### src/rtl/alu_share_arbiter.sv
// Round-robin sequencer that shares one external combinational ALU between two
// requesters: accept, drive the ALU from registers for one cycle, then return the result.
module alu_share_arbiter #(
    parameter int N     = 32,
    parameter int CNT_W = 16
) (
    input  logic             clk,
    input  logic             reset,

    input  logic [1:0]       req_valid,
    output logic [1:0]       req_ready,
    input  logic [N-1:0]     req_a0,
    input  logic [N-1:0]     req_b0,
    input  logic [1:0]       req_op0,
    input  logic [N-1:0]     req_a1,
    input  logic [N-1:0]     req_b1,
    input  logic [1:0]       req_op1,

    output logic [1:0]       rsp_valid,
    input  logic [1:0]       rsp_ready,
    output logic [N-1:0]     rsp_result,
    output logic             rsp_zero,
    output logic             rsp_carry,
    output logic             rsp_sign,
    output logic             rsp_overflow,

    output logic [N-1:0]     alu_src_a,
    output logic [N-1:0]     alu_src_b,
    output logic [1:0]       alu_ctrl,
    input  logic [N-1:0]     alu_out,
    input  logic             alu_zero,
    input  logic             alu_carry,
    input  logic             alu_sign,
    input  logic             alu_overflow,

    output logic             busy,
    output logic [CNT_W-1:0] ops_done
);

    typedef enum logic [1:0] {
        IDLE = 2'd0,
        EXEC = 2'd1,
        RESP = 2'd2
    } state_t;

    state_t             state_q, state_d;
    logic               last_grant_q, last_grant_d;
    logic               owner_q, owner_d;
    logic [N-1:0]       src_a_q, src_a_d;
    logic [N-1:0]       src_b_q, src_b_d;
    logic [1:0]         ctrl_q, ctrl_d;
    logic [N-1:0]       result_q, result_d;
    logic [3:0]         flags_q, flags_d;
    logic [CNT_W-1:0]   ops_done_q, ops_done_d;

    logic               any_valid;
    logic               winner;

    // Single requester wins outright; on contention the one not granted last time wins.
    always_comb begin
        any_valid = |req_valid;
        winner    = 1'b0;
        if (&req_valid) begin
            winner = ~last_grant_q;
        end else if (req_valid[1]) begin
            winner = 1'b1;
        end
    end

    always_comb begin
        state_d      = state_q;
        last_grant_d = last_grant_q;
        owner_d      = owner_q;
        src_a_d      = src_a_q;
        src_b_d      = src_b_q;
        ctrl_d       = ctrl_q;
        result_d     = result_q;
        flags_d      = flags_q;
        ops_done_d   = ops_done_q;
        req_ready    = '0;
        rsp_valid    = '0;

        case (state_q)
            IDLE: begin
                // Gated by reset so the handshake output reads zero while reset is held.
                if (any_valid && !reset) begin
                    req_ready[winner] = 1'b1;
                    owner_d           = winner;
                    last_grant_d      = winner;
                    src_a_d           = winner ? req_a1  : req_a0;
                    src_b_d           = winner ? req_b1  : req_b0;
                    ctrl_d            = winner ? req_op1 : req_op0;
                    state_d           = EXEC;
                end
            end
            EXEC: begin
                result_d = alu_out;
                flags_d  = {alu_zero, alu_carry, alu_sign, alu_overflow};
                state_d  = RESP;
            end
            RESP: begin
                rsp_valid[owner_q] = 1'b1;
                if (rsp_ready[owner_q]) begin
                    ops_done_d = ops_done_q + CNT_W'(1);
                    state_d    = IDLE;
                end
            end
            default: begin
                state_d = IDLE;
            end
        endcase
    end

    always_ff @(posedge clk or posedge reset) begin
        if (reset) begin
            state_q      <= IDLE;
            last_grant_q <= 1'b1;
            owner_q      <= 1'b0;
            src_a_q      <= '0;
            src_b_q      <= '0;
            ctrl_q       <= '0;
            result_q     <= '0;
            flags_q      <= '0;
            ops_done_q   <= '0;
        end else begin
            state_q      <= state_d;
            last_grant_q <= last_grant_d;
            owner_q      <= owner_d;
            src_a_q      <= src_a_d;
            src_b_q      <= src_b_d;
            ctrl_q       <= ctrl_d;
            result_q     <= result_d;
            flags_q      <= flags_d;
            ops_done_q   <= ops_done_d;
        end
    end

    // Operand registers double as the ALU drive, so they simply hold outside EXEC.
    assign alu_src_a    = src_a_q;
    assign alu_src_b    = src_b_q;
    assign alu_ctrl     = ctrl_q;
    assign rsp_result   = result_q;
    assign rsp_zero     = flags_q[3];
    assign rsp_carry    = flags_q[2];
    assign rsp_sign     = flags_q[1];
    assign rsp_overflow = flags_q[0];
    assign busy         = (state_q != IDLE);
    assign ops_done     = ops_done_q;

endmodule

### config.mk
export PLATFORM = sky130hd
export DESIGN_NAME = alu_share_arbiter
export DESIGN_NICKNAME = d
export VERILOG_FILES = /design/src/rtl/alu_share_arbiter.sv
export SDC_FILE = /design/constraint.sdc
export NUM_CORES = 1
export LEC_CHECK = 0
export CORE_ASPECT_RATIO = 0.75
export CORE_MARGIN = 2
export CORE_UTILIZATION = 37
export CTS_CLUSTER_DIAMETER = 60
export CTS_CLUSTER_SIZE = 28
export DETAILED_ROUTE_END_ITERATION = 8
export HOLD_SLACK_MARGIN = 0.1
export PLACE_DENSITY_LB_ADDON = 0.1
export SYNTH_ARGS = -nofsm -noshare
export SYNTH_HDL_FRONTEND = slang
export SYNTH_SLANG_ARGS = --single-unit
### constraint.sdc
create_clock -name clk -period 4.2 [get_ports clk]
set_input_delay 0.63 -clock clk [delete_from_list [all_inputs] [get_ports clk]]
set_output_delay 0.63 -clock clk [all_outputs]
set_load 0.02 [all_outputs]
## After elaboration in Yosys (flattened, before gate mapping)

Cells that the tools add are included.

- Register bits: 122
- Bits of input ports: 174
- Output and inout bits: 123

- Add/subtract/negate cells: 1
- Magnitude comparators: 4
- Equality and inequality tests: 4
- Mux-type cells: 17
- Bitwise logic cells: 1
- Reduce and logical (&&, ||, !) cells: 11

Operators by type and width:

| operator | number |
|---|---|
| $mux W32 | 2 |
| $add A16 B1 Y16 const B | 1 |
| $mux W2 | 6 |
| $reduce_and A2 Y1 | 4 |
| $mux W1 | 6 |
| $pmux W2 S3 | 1 |
| $lt A1 B2 Y1 const B | 2 |
| $ne A2 B2 Y1 const B | 2 |
| $logic_and A1 B1 Y1 | 3 |
| $demux W1 S1 | 2 |
| $eq A2 B1 Y1 const B | 1 |
| $eq A2 B2 Y1 const B | 1 |
| $ge A1 B1 Y1 const B | 2 |
| $logic_not A2 Y1 | 1 |
| $reduce_bool A2 Y1 | 1 |
| $reduce_or A2 Y1 | 1 |
| $logic_not A1 Y1 | 1 |
| $not A1 Y1 | 1 |

## Logic depth before layout (Yosys ltp)

- Depth after elaboration: 8
- Depth in mapped cells: 7
- Depth with buffers taken out: 5

## Least setup slack after synthesis

No wires, ideal clock.

- Kind: input -> output
- Start: input reset
- End: output req_ready[1]
- Arrival: 1.463 ns
- Required time: 3.570 ns
- Slack: 2.107 ns
- Stages on the path: 4
- Buffers on the path: 2
- Cells stage by stage: nor3_1 > and3_1 > clkbuf_1 > clkbuf_1

- Cells in the longest elaborated chain, start to end: 4

Ends and longest elaborated chain:

| what | line | text |
|---|---|---|
| start: declaration | 8 | `input logic reset,` |
| $logic_not A1 Y1 (no source line) | n/a |  |
| $logic_and A1 B1 Y1 | 86 | `if (any_valid && !reset) begin` |
| $mux W2 | 86 |  |
| $mux W2 | 83 | `case (state_q)` |
| end: declaration | 11 | `output logic [1:0] req_ready,` |

No other way between the ends.

## Worst setup path in the final report

Same ends and word-level chain as after synthesis.

==> flow_metrics.tcl <==
set metrics [dict create \
    postCtsSetupRepairBufs 0 \
    drc_errors 0 \
    die_w_um 137 \
    switching_share 0.348 \
    slew_headroom 0.320 \
    areaGrowthSynthToFinish_pct 75.9 \
    crit_chain "clkdlybuf4s50_1, nor3_1, and3_2, clkdlybuf4s50_1" \
    r2r-start "state_q[0]" \
    cts_resized 0 \
    first_pass_iters 8 \
    num_rows 36 \
    min_period_ps 3060 \
    vias_per_cell 5.13 \
    final_cell_mix "296 x clkdlybuf4s50_1, 121 x dfrtp_1, 71 x inv_1, 66 x a222oi_1, 37 x mux2_2" \
    final_max_slew_viol_count 0 \
    die_y_um 104 \
    rr_worst_depth 5 \
    start_kind "input pin" \
    crit_path_end "req_ready[1]" \
    netlist_area_um2 4910 \
    fin_worst_skew_ps 5.23 \
    min-delay-start "ops_done[15]" \
    drtIter0Drc 426 \
    max_stage_delay_ps 610 \
    dieArea_um2 14200 \
    seqPwrFrac 0.316 \
    total_power_w 0.00639 \
    cts.clk_slew.worst_paths_ps 60 \
    setup_viol 0 \
    cts_tree "yes" \
    synth-edff-count 0 \
    hold_viol 0 \
    seqCellArea_um2 3050 \
    async_flop_share 1.00 \
    syn_area_per_cell_um2 12.9 \
    io_pins 297 \
    nFillCells 929 \
    htreeDepth 4 \
    clock_power_share 0.233 \
    reg2reg_to "alu_src_a[14]" \
    synth_warnings 0 \
    wl_mm 15.7 \
    synth_cell_type_count 28 \
    crit_slowest_cell "clkdlybuf4s50_1" \
    core-area_um2 13000 \
    numPortBuffers 296 \
    ant_nets 0 \
    fin_crit_sh 0.728 \
    place_congestion 0.831 \
    switchingPower_w 0.00222 \
    hp-class "register to register" \
    hold_ws_ps 471 \
    max_freq_ghz 0.327 \
    clk_root_buffer_cell "clkbuf_16" \
    leakage_nw 3.84 \
    critPathMostFrequentCell "clkdlybuf4s50_1" \
    p_per_area_nw_per_um2 740 \
    max_cap_viol_count 0 \
    grt-ovfl-total 0 \
    grt_pass1_vias 4478 \
    critPathKind "input pin to primary output" \
    clock_sinks 122 \
    tightest_slew_ps 1020 \
    synth_nets 554 \
    antenna_found_initial 0 \
    grt_max_degree 84 \
    end_kind "primary output" \
    syn_inst 379 \
    gr-usage-all-layers 0.219 \
    p_int_w 0.00417 \
    final_common_cell "clkdlybuf4s50_1" \
    setup_tns_ps 0 \
    crit_path_start "reset" \
    multiInputGateArea_um2 1480 \
    dpl.hpwl_mm 11.2 \
    rsz0062_at_grt "no" \
    cts_inserted_buffers 17 \
    floorplan.initialDensity 0.378 \
    clk_latency_ps 400 \
    wire_per_inst_um 18.3 \
    hold_buffers 0 \
    path_max_fanout 3 \
    synth_flop_cell "dfrtp_1" \
    comb_power_share 0.451 \
    ir_drop_mv 0.529 \
    yosysSeqAreaShare 0.623 \
    final_nets 848 \
    required_ps 3570 \
    status "complete, no violations" \
    layout-drive-gt1-share 0.115 \
    antennaDiodeCount 0 \
    vias 4400 \
    crit_arrival_ps 2430 \
    cts_buffer_depth 2 \
    grt_pass1_wl_mm 23.9 \
    rrSetupSlack_ps 2010 \
    synth.ff_latch_count 122 \
    fin_util 0.665 \
]
## power by group through the flow
stage / Clock [W] / Combinational (W) / Sequential [W]
finish: 0.00149 / 0.00288 / 0.00202
global route: 0.00159 / 0.00307 / 0.00208
CTS: 0.00152 / 0.00292 / 0.00202
detailed placement: 0 / 0.00291 / 0.00203
global placement: 0 / 0.00287 / 0.00200
floorplan: 0 / 0.000833 / 0.00263
## routing by layer
metal,part of all wire,routed length (um),track usage
met5,0,0,0
met4,0.022,344,0.0832
met3,0.090,1410,0.0778
met2,0.51,7970,0.368
met1,0.38,5970,0.254
## cell families (layout without fill, tap and decap cells)
kind of cell | count (synthesis) | count (layout) | synth area share
AOI/OAI and AO/OA | 71 | 71 | 0.144
buffers and inverters | 98 | 405 | 0.0798
muxes | 38 | 38 | 0.0870
adders and majority gates | 1 | 1 | 0.00255
and+or+nand+nor | 34 | 34 | 0.0370
xor gates and xnor gates | 15 | 15 | 0.0268
DFF | 122 | 122 | 0.623
## metrics by stage
stage	std cells	setup WS [ps]	instance area [um2]
2_1_floorplan	379	329	4910
3_3_place_gp	825	1210	8020
3_5_place_dp	825	1130	8020
4_1_cts	857	1130	8630
5_1_grt	857	1070	8630
6_report	857	1140	8630
## registers in the layout, summed over array words and instances (netlist names)
name          cells
alu_ctrl          2
state_q           2
rsp_result       32
alu_src_b        32
ops_done         16
flags_q           4
last_grant_q      1
owner_q           1
alu_src_a        32
## Yosys cell counts, types with 2 or more instances
cell type / count / area (um2)
nand4_1: 4 / 25.0
nand3_1: 8 / 40.0
nand2_1: 3 / 11.3
a21oi_1: 2 / 10.0
nor4_1: 2 / 12.5
nor2_1: 5 / 18.8
xnor2_1: 8 / 70.1
nand2b_1: 2 / 12.5
buf_2: 13 / 65.1
clkbuf_1: 11 / 41.3
mux2_2: 37 / 417
inv_1: 72 / 270
xor2_1: 7 / 61.3
nor3_1: 3 / 15.0
buf_4: 2 / 15.0
and3_1: 3 / 18.8
a222oi_1: 66 / 661
dfrtp_1: 121 / 3030
## critical path: cells and delay by family
kind	cells	cell delay [ps]
buf+inv	2	1130
simple gates	2	660
## worst min path at each step
| stage | end | cells after the start |
|---|---|---|
| after CTS | ops_done[15] | 1 |
| after floorplan | last_grant_q | 2 |
| after global placement | ops_done[15] | 1 |
| final | ops_done[15] | 1 |
| after detailed placement | ops_done[15] | 1 |
| after global routing | ops_done[15] | 1 |
## final cells by class
class                           count  area share
Sequential cell                   122       0.354
Timing Repair Buffer              301       0.348
Multi-Input combinational cell    159       0.171
Clock buffer                       21      0.0545
Inverter                           72      0.0316
Tap cell                          171      0.0248
Clock inverter                     11      0.0167
Note: power is estimated with default switching activity, not from simulation.
